File: src/rtl/cpu_sequencer.sv
// cpu_sequencer: multi-cycle fetch -> decode -> execute -> write-back control FSM
// for the lab CPU datapath. Every output is a register, so nothing on imem_*
// reaches an output combinationally.
// Optional retired-instruction counter (perf_cnt port): define CPU_SEQ_PERF_CNT_EN.

`ifndef INSTRUCTION_NOP
`define INSTRUCTION_NOP 16'h0000
`endif
`ifndef INSTRUCTION_AND
`define INSTRUCTION_AND 16'h0001
`endif
`ifndef INSTRUCTION_OR
`define INSTRUCTION_OR  16'h0002
`endif
`ifndef INSTRUCTION_XOR
`define INSTRUCTION_XOR 16'h0003
`endif
`ifndef INSTRUCTION_NEG
`define INSTRUCTION_NEG 16'h0004
`endif
`ifndef INSTRUCTION_ADD
`define INSTRUCTION_ADD 16'h0005
`endif
`ifndef INSTRUCTION_SUB
`define INSTRUCTION_SUB 16'h0006
`endif

module cpu_sequencer #(
    parameter int          PC_WIDTH    = 8,
    parameter logic [15:0] HALT_OPCODE = 16'hFFFF,
    parameter int          CNT_WIDTH   = 16
) (
    input  logic                clk,
    input  logic                rst_n,
    input  logic                start,
    output logic                imem_req,
    output logic [PC_WIDTH-1:0] imem_addr,
    input  logic                imem_valid,
    input  logic [31:0]         imem_data,
    output logic [31:0]         instr,
    output logic                alu_en,
    output logic                rf_we,
    output logic [7:0]          rf_waddr,
    output logic                busy,
    output logic                halted,
    output logic                illegal
`ifdef CPU_SEQ_PERF_CNT_EN
   ,output logic [CNT_WIDTH-1:0] perf_cnt
`endif
);

    typedef enum logic [2:0] {
        S_IDLE, S_FETCH, S_DECODE, S_EXEC, S_WB, S_HALT
    } state_e;

    state_e                state_q;
    logic [PC_WIDTH-1:0]   pc_q;
    logic [31:0]           instr_q;
    logic                  req_q, alu_q, we_q, busy_q, halted_q, illegal_q;
    logic [15:0]           opcode;
    logic                  is_alu;

    if (PC_WIDTH < 1 || CNT_WIDTH < 1) begin : g_param_chk
        $error("cpu_sequencer: PC_WIDTH and CNT_WIDTH must be >= 1");
    end

    assign opcode = instr_q[31:16];
    assign is_alu = opcode inside {`INSTRUCTION_AND, `INSTRUCTION_OR, `INSTRUCTION_XOR,
                                   `INSTRUCTION_NEG, `INSTRUCTION_ADD, `INSTRUCTION_SUB};

    // Sequencer FSM; outputs are registered alongside the state transition.
    always_ff @(posedge clk or negedge rst_n) begin
        if (!rst_n) begin
            state_q   <= S_IDLE;
            pc_q      <= '0;
            instr_q   <= '0;
            req_q     <= 1'b0;
            alu_q     <= 1'b0;
            we_q      <= 1'b0;
            busy_q    <= 1'b0;
            halted_q  <= 1'b0;
            illegal_q <= 1'b0;
        end else begin
            case (state_q)
                S_IDLE: begin
                    if (start) begin
                        state_q <= S_FETCH;
                        pc_q    <= '0;
                        req_q   <= 1'b1;
                        busy_q  <= 1'b1;
                    end
                end
                S_FETCH: begin
                    if (imem_valid) begin
                        instr_q <= imem_data;
                        req_q   <= 1'b0;
                        state_q <= S_DECODE;
                    end
                end
                S_DECODE: begin
                    // HALT is checked first so it wins even if it aliases a mapped opcode.
                    if (opcode == HALT_OPCODE) begin
                        state_q  <= S_HALT;
                        busy_q   <= 1'b0;
                        halted_q <= 1'b1;
                    end else if (opcode == `INSTRUCTION_NOP) begin
                        pc_q    <= pc_q + 1'b1;
                        state_q <= S_FETCH;
                        req_q   <= 1'b1;
                    end else if (is_alu) begin
                        state_q <= S_EXEC;
                        alu_q   <= 1'b1;
                    end else begin
                        illegal_q <= 1'b1;
                        state_q   <= S_HALT;
                        busy_q    <= 1'b0;
                        halted_q  <= 1'b1;
                    end
                end
                S_EXEC: begin
                    alu_q   <= 1'b0;
                    we_q    <= 1'b1;
                    state_q <= S_WB;
                end
                S_WB: begin
                    // PC wraps silently at 2^PC_WIDTH.
                    we_q    <= 1'b0;
                    pc_q    <= pc_q + 1'b1;
                    state_q <= S_FETCH;
                    req_q   <= 1'b1;
                end
                S_HALT: begin
                    if (start) begin
                        state_q   <= S_FETCH;
                        pc_q      <= '0;
                        illegal_q <= 1'b0;
                        halted_q  <= 1'b0;
                        busy_q    <= 1'b1;
                        req_q     <= 1'b1;
                    end
                end
                default: begin
                    state_q  <= S_IDLE;
                    req_q    <= 1'b0;
                    alu_q    <= 1'b0;
                    we_q     <= 1'b0;
                    busy_q   <= 1'b0;
                    halted_q <= 1'b0;
                end
            endcase
        end
    end

    assign imem_req  = req_q;
    assign imem_addr = pc_q;
    assign instr     = instr_q;
    assign alu_en    = alu_q;
    assign rf_we     = we_q;
    assign rf_waddr  = instr_q[15:8];
    assign busy      = busy_q;
    assign halted    = halted_q;
    assign illegal   = illegal_q;

`ifdef CPU_SEQ_PERF_CNT_EN
    logic [CNT_WIDTH-1:0] cnt_q;
    logic                 retire, start_acc;

    // A NOP retires in its DECODE cycle, an ALU op in its WB cycle.
    assign retire    = (state_q == S_WB) ||
                       (state_q == S_DECODE && opcode != HALT_OPCODE && opcode == `INSTRUCTION_NOP);
    assign start_acc = start && (state_q == S_IDLE || state_q == S_HALT);

    // Saturating retired-instruction counter, cleared by an accepted start.
    always_ff @(posedge clk or negedge rst_n) begin
        if (!rst_n) begin
            cnt_q <= '0;
        end else if (start_acc) begin
            cnt_q <= '0;
        end else if (retire && cnt_q != {CNT_WIDTH{1'b1}}) begin
            cnt_q <= cnt_q + 1'b1;
        end
    end

    assign perf_cnt = cnt_q;
`endif

endmodule

File: config.mk
export PLATFORM = sky130hd
export DESIGN_NAME = cpu_sequencer
export DESIGN_NICKNAME = d
export VERILOG_FILES = /design/src/rtl/cpu_sequencer.sv
export SDC_FILE = /design/constraint.sdc
export NUM_CORES = 1
export LEC_CHECK = 0
export CAP_MARGIN = 20
export CORE_MARGIN = 2
export CORE_UTILIZATION = 44
export DETAILED_ROUTE_END_ITERATION = 8
export HOLD_SLACK_MARGIN = 0.12
export PLACE_DENSITY = 0.87
export SLEW_MARGIN = 40
export SYNTH_ARGS = -nofsm -noshare
export SYNTH_HDL_FRONTEND = slang
export SYNTH_SLANG_ARGS = --single-unit
File: constraint.sdc
create_clock -name clk -period 2.35 [get_ports clk]
set_input_delay 0.47 -clock clk [delete_from_list [all_inputs] [get_ports clk]]
set_output_delay 0.47 -clock clk [all_outputs]
set_load 0.02 [all_outputs]
== After elaboration in Yosys (flattened, before gate mapping) ==
Cells that the tools add are included.
Storage, ports and cells
  bits in registers: 49
  output and inout port bits: 54
  input bits: 36
  RAM bits: 0
  memories kept: 0
  bits in read-only memories: 0
  word-level logic and storage cells: 85
  latch bits: 0
Operators by class
  reductions and logical operators: 18
  order comparisons: 0
  divide/modulo/power cells: 0
  mux-type cells: 31
  $add $sub $neg: 1
  multiply operators: 0
  bitwise operators: 4
  equality and inequality tests: 22
  shift-type cells: 0
Operators by type and width (count)
  16-bit by 3-bit == test with 1-bit output, second input constant: 3
  16-bit by 2-bit == test with 1-bit output, second input constant: 2
  8-bit 2-to-1 mux: 3
  8-bit case mux with 3 select lines: 1
  16-bit by 1-bit == test with 1-bit output, second input constant: 1
  16-bit == test, second input constant: 1
  16-bit zero test: 1
  4-bit AND reduction: 4
  1-bit 2-to-1 mux: 15
  3-bit 2-to-1 mux: 5
  3-bit case mux with 5 select lines: 1
  2-bit inequality test, second input constant: 7
  4-bit OR reduction: 3
  5-bit AND reduction: 2
  8-bit by 1-bit adder with 8-bit output, second input constant: 1
  3-bit by 2-bit == test with 1-bit output, second input constant: 2
  3-bit == test, second input constant: 2
  3-bit inequality test, second input constant: 2
  1-bit case mux with 2 select lines: 3
  1-bit case mux with 3 select lines: 2
  6-bit nonzero test: 1
  1-bit case mux with 5 select lines: 1
  1-bit NOT: 4
  2-bit AND reduction: 2
  7 further kinds: 7

== Longest topological paths before layout ==
Gate-level depths: netlist of run 1.
  depth in word-level cells: 6
  gate-level depth with buffers: 6
  depth with buffers taken out: 4

== Worst setup path after synthesis of run 1 ==
Ideal clock, no wire load.
  path type: reg-to-reg
  start point: reg instr_q[21], in the netlist instr[21]
  end point: reg pc_q[0], in the netlist imem_addr[0]
  arrival time: 1.604 ns
  setup time: 0.128 ns
  stages on the path, launching flop included: 5
  setup slack: 0.618 ns
  path buffers: 0
  required time: 2.222 ns
  clock period less this slack: 1.732 ns
  path through: dfrtp_1 nor4_4 nand4_4 a21oi_2 mux2_1
Between the ends
  word-level cells in the longest chain between the ends: 3
  elaborated cells on any way between the ends: 5
  those cells by class: eq/ne: 3; reduce/logical: 2
RTL lines
  from (decl): RTL line 58  | logic [31:0] instr_q;
  from (signal assigned): RTL line 95  | instr_q <= imem_data;
  16-bit == test or 16-bit zero test (tied branches)
  2-bit inequality test (no source line)
  4-bit AND reduction (no source line) *
  to (signal assigned): RTL line 107  | pc_q <= pc_q + 1'b1;
  to (signal assigned): RTL line 128  | pc_q <= pc_q + 1'b1;
  to (decl): RTL line 57  | logic [PC_WIDTH-1:0] pc_q;
Mark *: on every way between the ends. The rest lies on a longest branch, timed or not.
A chain may end at the register's enable or synchronous reset.

== Worst setup path after layout of run 1 ==
  start point: reg instr_q[31], in the netlist instr[31]
  end point: out instr[31]
RTL lines
  to (decl): RTL line 40  | output logic [31:0] instr,
No word-level cell between the ends.

==> results of run 1 <==
## metal layers
layer  up-vias  routed length (um)
li1        875                   -
met1       900                2160
met2        57                2610
met3         7                 317
met4         0                  74
met5         -                   0
## layout by cell type, fill, tap and decap left out, drive strengths merged, types with 2 or more instances in the layout
| cell type | synthesis | routed |
|---|---|---|
| nor4 | 5 | 5 |
| dfrtp | 49 | 49 |
| and3 | 2 | 2 |
| inv | 6 | 7 |
| a2bb2oi | 2 | 2 |
| clkbuf | 1 | 5 |
| nand2b | 6 | 6 |
| nor3 | 4 | 4 |
| mux2 | 33 | 33 |
| a2111oi | 3 | 3 |
| nand2 | 13 | 13 |
| o21ai | 5 | 5 |
| mux2i | 6 | 6 |
| nand4 | 5 | 5 |
| buf | 14 | 3 |
| nor2b | 2 | 2 |
| a221o | 2 | 2 |
| a211oi | 2 | 2 |
| clkdlybuf4s50 | 0 | 88 |
| nand3 | 5 | 5 |
| o31ai | 3 | 3 |
| a21oi | 5 | 5 |
| nor2 | 6 | 6 |
| a21o | 2 | 2 |
## registers in the layout, summed over array words and instances (netlist names)
register	count
busy	1
imem_req	1
alu_en	1
instr	32
state_q	3
halted	1
rf_we	1
illegal	1
imem_addr	8
## cells by family (layout without fill, tap and decap cells)
group | count (synthesis) | after routing | synth area share
buffers and inverters | 21 | 106 | 0.0503
and+or+nand+nor | 53 | 53 | 0.148
AOI/OAI and AO/OA | 31 | 31 | 0.112
DFF | 49 | 49 | 0.503
adders and majority gates | 1 | 1 | 0.00514
muxes | 39 | 39 | 0.177
xor gates and xnor gates | 1 | 1 | 0.00360
## path summary, 6_finish.rpt
check | cells past startpoint | to | startpoint
setup / recovery | 1 | instr[31] | instr[31]
max in group asynchronous | 3 | state_q[0] | rst_n
setup reg to reg | 4 | imem_addr[0] | state_q[2]
min in group asynchronous | 2 | instr[4] | rst_n
hold reg to reg | 1 | instr[1] | instr[1]
hold / removal | 1 | instr[1] | instr[1]
## Yosys cell counts, drive strengths merged (3+ instances only)
master / instances / area [um^2]
a2111oi: 3 / 45.0
a21oi: 5 / 28.8
buf: 14 / 96.3
dfrtp: 49 / 1230
inv: 6 / 22.5
mux2: 33 / 372
mux2i: 6 / 60.1
nand2: 13 / 48.8
nand2b: 6 / 37.5
nand3: 5 / 25.0
nand4: 5 / 46.3
nor2: 6 / 27.5
nor3: 4 / 20.0
nor4: 5 / 91.3
o21ai: 5 / 25.0
o31ai: 3 / 22.5
## report_power, final
part           switching, uW  internal [uW]  leakage [uW]
clock                    288            211     0.0000445
sequential               506           1230      0.000590
combinational           1230           1370      0.000725
total                   2020           2800       0.00136
## timing repair
action                     4_1_cts  5_1_grt
hold endpoints to repair        10        0
setup endpoints to repair        0        0
hold buffers                     1        0
## cell type report
| type | count | area [um^2] | area share |
|---|---|---|---|
| Inverter | 6 | 22.5 | 0.00655 |
| Multi-Input combinational cell | 125 | 1090 | 0.316 |
| Tap cell | 72 | 90.1 | 0.0262 |
| Sequential cell | 49 | 1230 | 0.356 |
| Clock inverter | 3 | 21.3 | 0.00618 |
| Clock buffer | 5 | 68.8 | 0.0200 |
| Timing Repair Buffer | 92 | 923 | 0.268 |
## stage by stage
stage                     hold slack (ns)   util  cells
after floorplan                     0.174      -    195
after global placement              0.351  0.614    343
after detailed placement            0.351  0.614    343
after CTS                           0.516  0.632    352
after global routing                0.521  0.632    352
final                               0.513  0.632    352
==> reports/metrics.cfg, run 1 <==
[outcome]
status=finished, final reports clean

[cts]
cts_htree_levels=2
cts_setup_buffers=0
clockBufferDepth=2
cts_made_buffers=5
path_clk_slew_ns=0.09
cts-root-buf=clkbuf_8
cts.sinks=49
clock_latency_ns=0.30
cts_tree=done
cts_resized=0

[global_route]
grt_pass1_wl_um=8680
met3_usage=0.0414
antenna_found_initial=0
busiest_layer=met2
grt_use_met2=0.312
grt_max_degree=40
met1_usage=0.211
grt_overflow=0
grt_pass1_vias=1906
track_usage=0.177

[synth]
yosys_warnings=0
yosysSeqAreaShare=0.503
yosys_most_used_dff=dfrtp_1
synth_area_um2=2440
async_reset_ff_frac=1.00
syn_inst=195
synth-seq-cells=49
synth.avg_cell_area_um2=12.5
syn-num-nets=232
synth_enable_flop_cells=0
synth_cell_types=44

[finish]
n_fill_cell=457
n_antenna_cell=0
area_delta_synth_final_pct=41.2
final_area_um2=3440
finalNetCount=316
drive_gt1_frac=0.204

[sta]
hold_viol_final=0
fin_ws_ns=0.450
max_freq_mhz=526
slew_headroom=0.601
setup_violations=0
skew_ns=0.00734
min_period_over_period=0.809
finalCriticalPeriod_ns=1.90
grt_setup_unrepaired=false
finalSetupTns_ns=0
tightest_slew_ns=0.598
report.final.slew_viol_count=0

[routing]
route.detailed.drc=0
wl_per_cell_um=14.7
routed_wl_um=5160
vias_per_cell=5.22
drtIter0Drc=77
dr.pass1.iters=4
vias=1839
ant_nets=0

[critical_path]
slowest_stage=clkdlybuf4s50_1
worstSetupStartpointType=flip-flop
max_stage_delay_ns=0.65
cp-end-kind=output port
cp_max_fo=5
crit_chain=clkdlybuf4s50_1
cp.arrival_ns=1.43
rrSetupSlack_ns=0.56
crit_required_ns=1.88
crit_type=reg -> out
critical_path_buf_inv_count=1
path_delay_family=buffers and inverters

[flow_run]
cap_violations=0

[place]
globalplace.congestion=0.761
dpl-instance-area_um2=3340
dpl_worst_slack_ns=0.182
dp_hpwl_um=3860
port_buffers=89

[floorplanning]
die_w_um=78.4
core-area_um2=5440
rows=27
fp.dieH_um=78.4
start_util=0.448
die_area_um2=6150
io-pin-count=90

[pwr]
peakVddDrop_v=0.000782
powerDensity_nw_per_um2=1400
p_total_uw=4820
p_leak_uw=0.00136

[worst_hold_path]
hp-class=reg -> reg

Note: power is estimated with default switching activity, not from simulation.
==> run 2, diff against run 1 <==
- clock period: 2.35 -> 1.82 ns (I/O delays scaled with it)
==> run 2 against run 1 <==
  * Cell count up 4.8%
  * Sequential power rose by 25%
  * Register-to-register slack got worse by 0.52 ns
  * Critical path depth increased by 3
  * First-iteration DRC count grew 27%
  * Design area up 6.0%
  * Clock power rose by 84%
  * Clock skew down 0.0028 ns
  * Core utilization is 3.8 points higher
  * Largest cell class unchanged
  * Highest routed layer unchanged
==> reports/metrics.cfg, run 2 (synthesized netlist as in run 1, its figures left out) <==
[finish]
finalNetCount=333
multi_input_area_um2=1110
n_antenna_cell=0
seq_area_um2=1230
layout_common_cells=77 x clkdlybuf4s50_1, 49 x dfrtp_1, 30 x mux2_2
drive_gt1_frac=0.249
area_delta_synth_final_pct=49.7
largest_reg_flops=32
final_core_util=0.671
layout_commonest_cell=clkdlybuf4s50_1
n_fill_cell=396

[sta]
grt_setup_unrepaired=true
tightest_slew_ns=0.555
min_period_over_period=0.980
skew_ns=0.00459
report.final.slew_viol_count=0
finalCriticalPeriod_ns=1.78
timing.hold.ws_ns=0.514
hold_viol_final=0
max_freq_mhz=561
setup_violations=0
slew_headroom=0.630

[worst_hold_path]
hp-class=reg -> reg

[routing]
dr.pass1.iters=4
vias=1925
wl_per_cell_um=14.9
ant_nets=0
route.detailed.drc=0
routed_wl_um=5510
vias_per_cell=5.22
drtIter0Drc=98

[critical_path]
crit_required_ns=2.04
crit_type=reg -> reg
cp_max_fo=8
worstSetupStartpointType=flip-flop
cp.arrival_ns=2.00
cp-end-kind=flip-flop

[cts]
cts_setup_buffers=0
cts_made_buffers=5
clockBufferDepth=2
path_clk_slew_ns=0.09
clock_latency_ns=0.30
cts-root-buf=clkbuf_8
cts.sinks=49
cts_htree_levels=2
cts_tree=done

[place]
globalplace.congestion=0.790
port_buffers=89
dp_hpwl_um=4080

[global_route]
grt_max_degree=33
busiest_layer=met2
met3_usage=0.0460
met1_usage=0.237
track_usage=0.188
grt_use_met2=0.324
grt_pass1_vias=1973
grt_pass1_wl_um=9140
grt_overflow=0
antenna_found_initial=0

[floorplanning]
rows=27
core-area_um2=5440
io-pin-count=90
die_w_um=78.4
start_util=0.448
die_area_um2=6150
fp.dieH_um=78.4

[pwr]
p_leak_uw=0.00154
peakVddDrop_v=0.000933
powerDensity_nw_per_um2=1850

[outcome]
status=finished, final reports clean

[flow_run]
cap_violations=0

==> run 2: cell types whose count changed in the layout (fill, tap and decap cells not counted) <==
cell,previous run,this run
clkinvlp_4,1,0
a2111oi_4,0,1
dlymetal6s2s_1,0,7
clkdlybuf4s50_1,88,77
dlygate4sd2_1,0,4
a21oi_4,0,1
a2111oi_2,3,2
a21oi_2,1,0
buf_4,1,18
bufinv_16,0,2
clkinv_2,1,0
==> run 2: path summary, 6_finish.rpt <==
check                           slack [ns]  cells past startpoint           end       from
max in group asynchronous             0.64                      3     instr[12]      rst_n
min in group asynchronous             0.56                      2     instr[11]      rst_n
worst min-delay path                  0.51                      1      instr[3]   instr[3]
worst max register to register        0.04                      4  imem_addr[6]  instr[21]
worst min register to register        0.51                      1      instr[3]   instr[3]
worst max-delay path                  0.04                      4  imem_addr[6]  instr[21]
==> run 2: worst max-delay path, cell delays in order, from the launching register on <==
cell and delay, ns:
dfrtp_1 0.44, nor4_4 0.38, nand4_4 0.25, a2111oi_4 0.39, mux2i_1 0.24
==> run 2: area by class of cell <==
type                            count  area share
Timing Repair Buffer              109       0.292
Clock inverter                      3      0.0189
Inverter                            6     0.00617
Multi-Input combinational cell    125       0.304
Tap cell                           72      0.0247
Clock buffer                        5      0.0189
Sequential cell                    49       0.336
==> run 2: per-layer routing <==
metal  wire [um]  up-vias
li1            -      914
met1        2350      932
met2        2780       75
met3         328        4
met4          50        0
met5           0        -
==> run 2: report_power, final <==
part | leakage [uW] | total, uW | internal (uW) | switching (uW)
Sequential | 0.000590 | 2160 | 1580 | 578
Combinational | 0.000884 | 3650 | 1920 | 1730
Clock | 0.0000687 | 920 | 553 | 366
==> run 2: repair_timing <==
item	CTS	global route
setup endpoints to repair	5	14
hold buffers	1	0
pin swaps	0	3
endpoints found under the hold margin	21	0
resized for setup	5	8
==> run 2: stage by stage <==
stage	cell area, um^2	TNS [ns]	total power, uW	cells	worst slack [ns]
detailed placement	3470	-5.58	5870	360	-0.174
CTS	3620	0	6800	369	0.000662
floorplan	2440	0	4260	195	0.0884
global placement	3470	-4.81	5770	360	-0.147
global route	3650	-0.342	7150	369	-0.0775
finish	3650	0	6740	369	0.0367
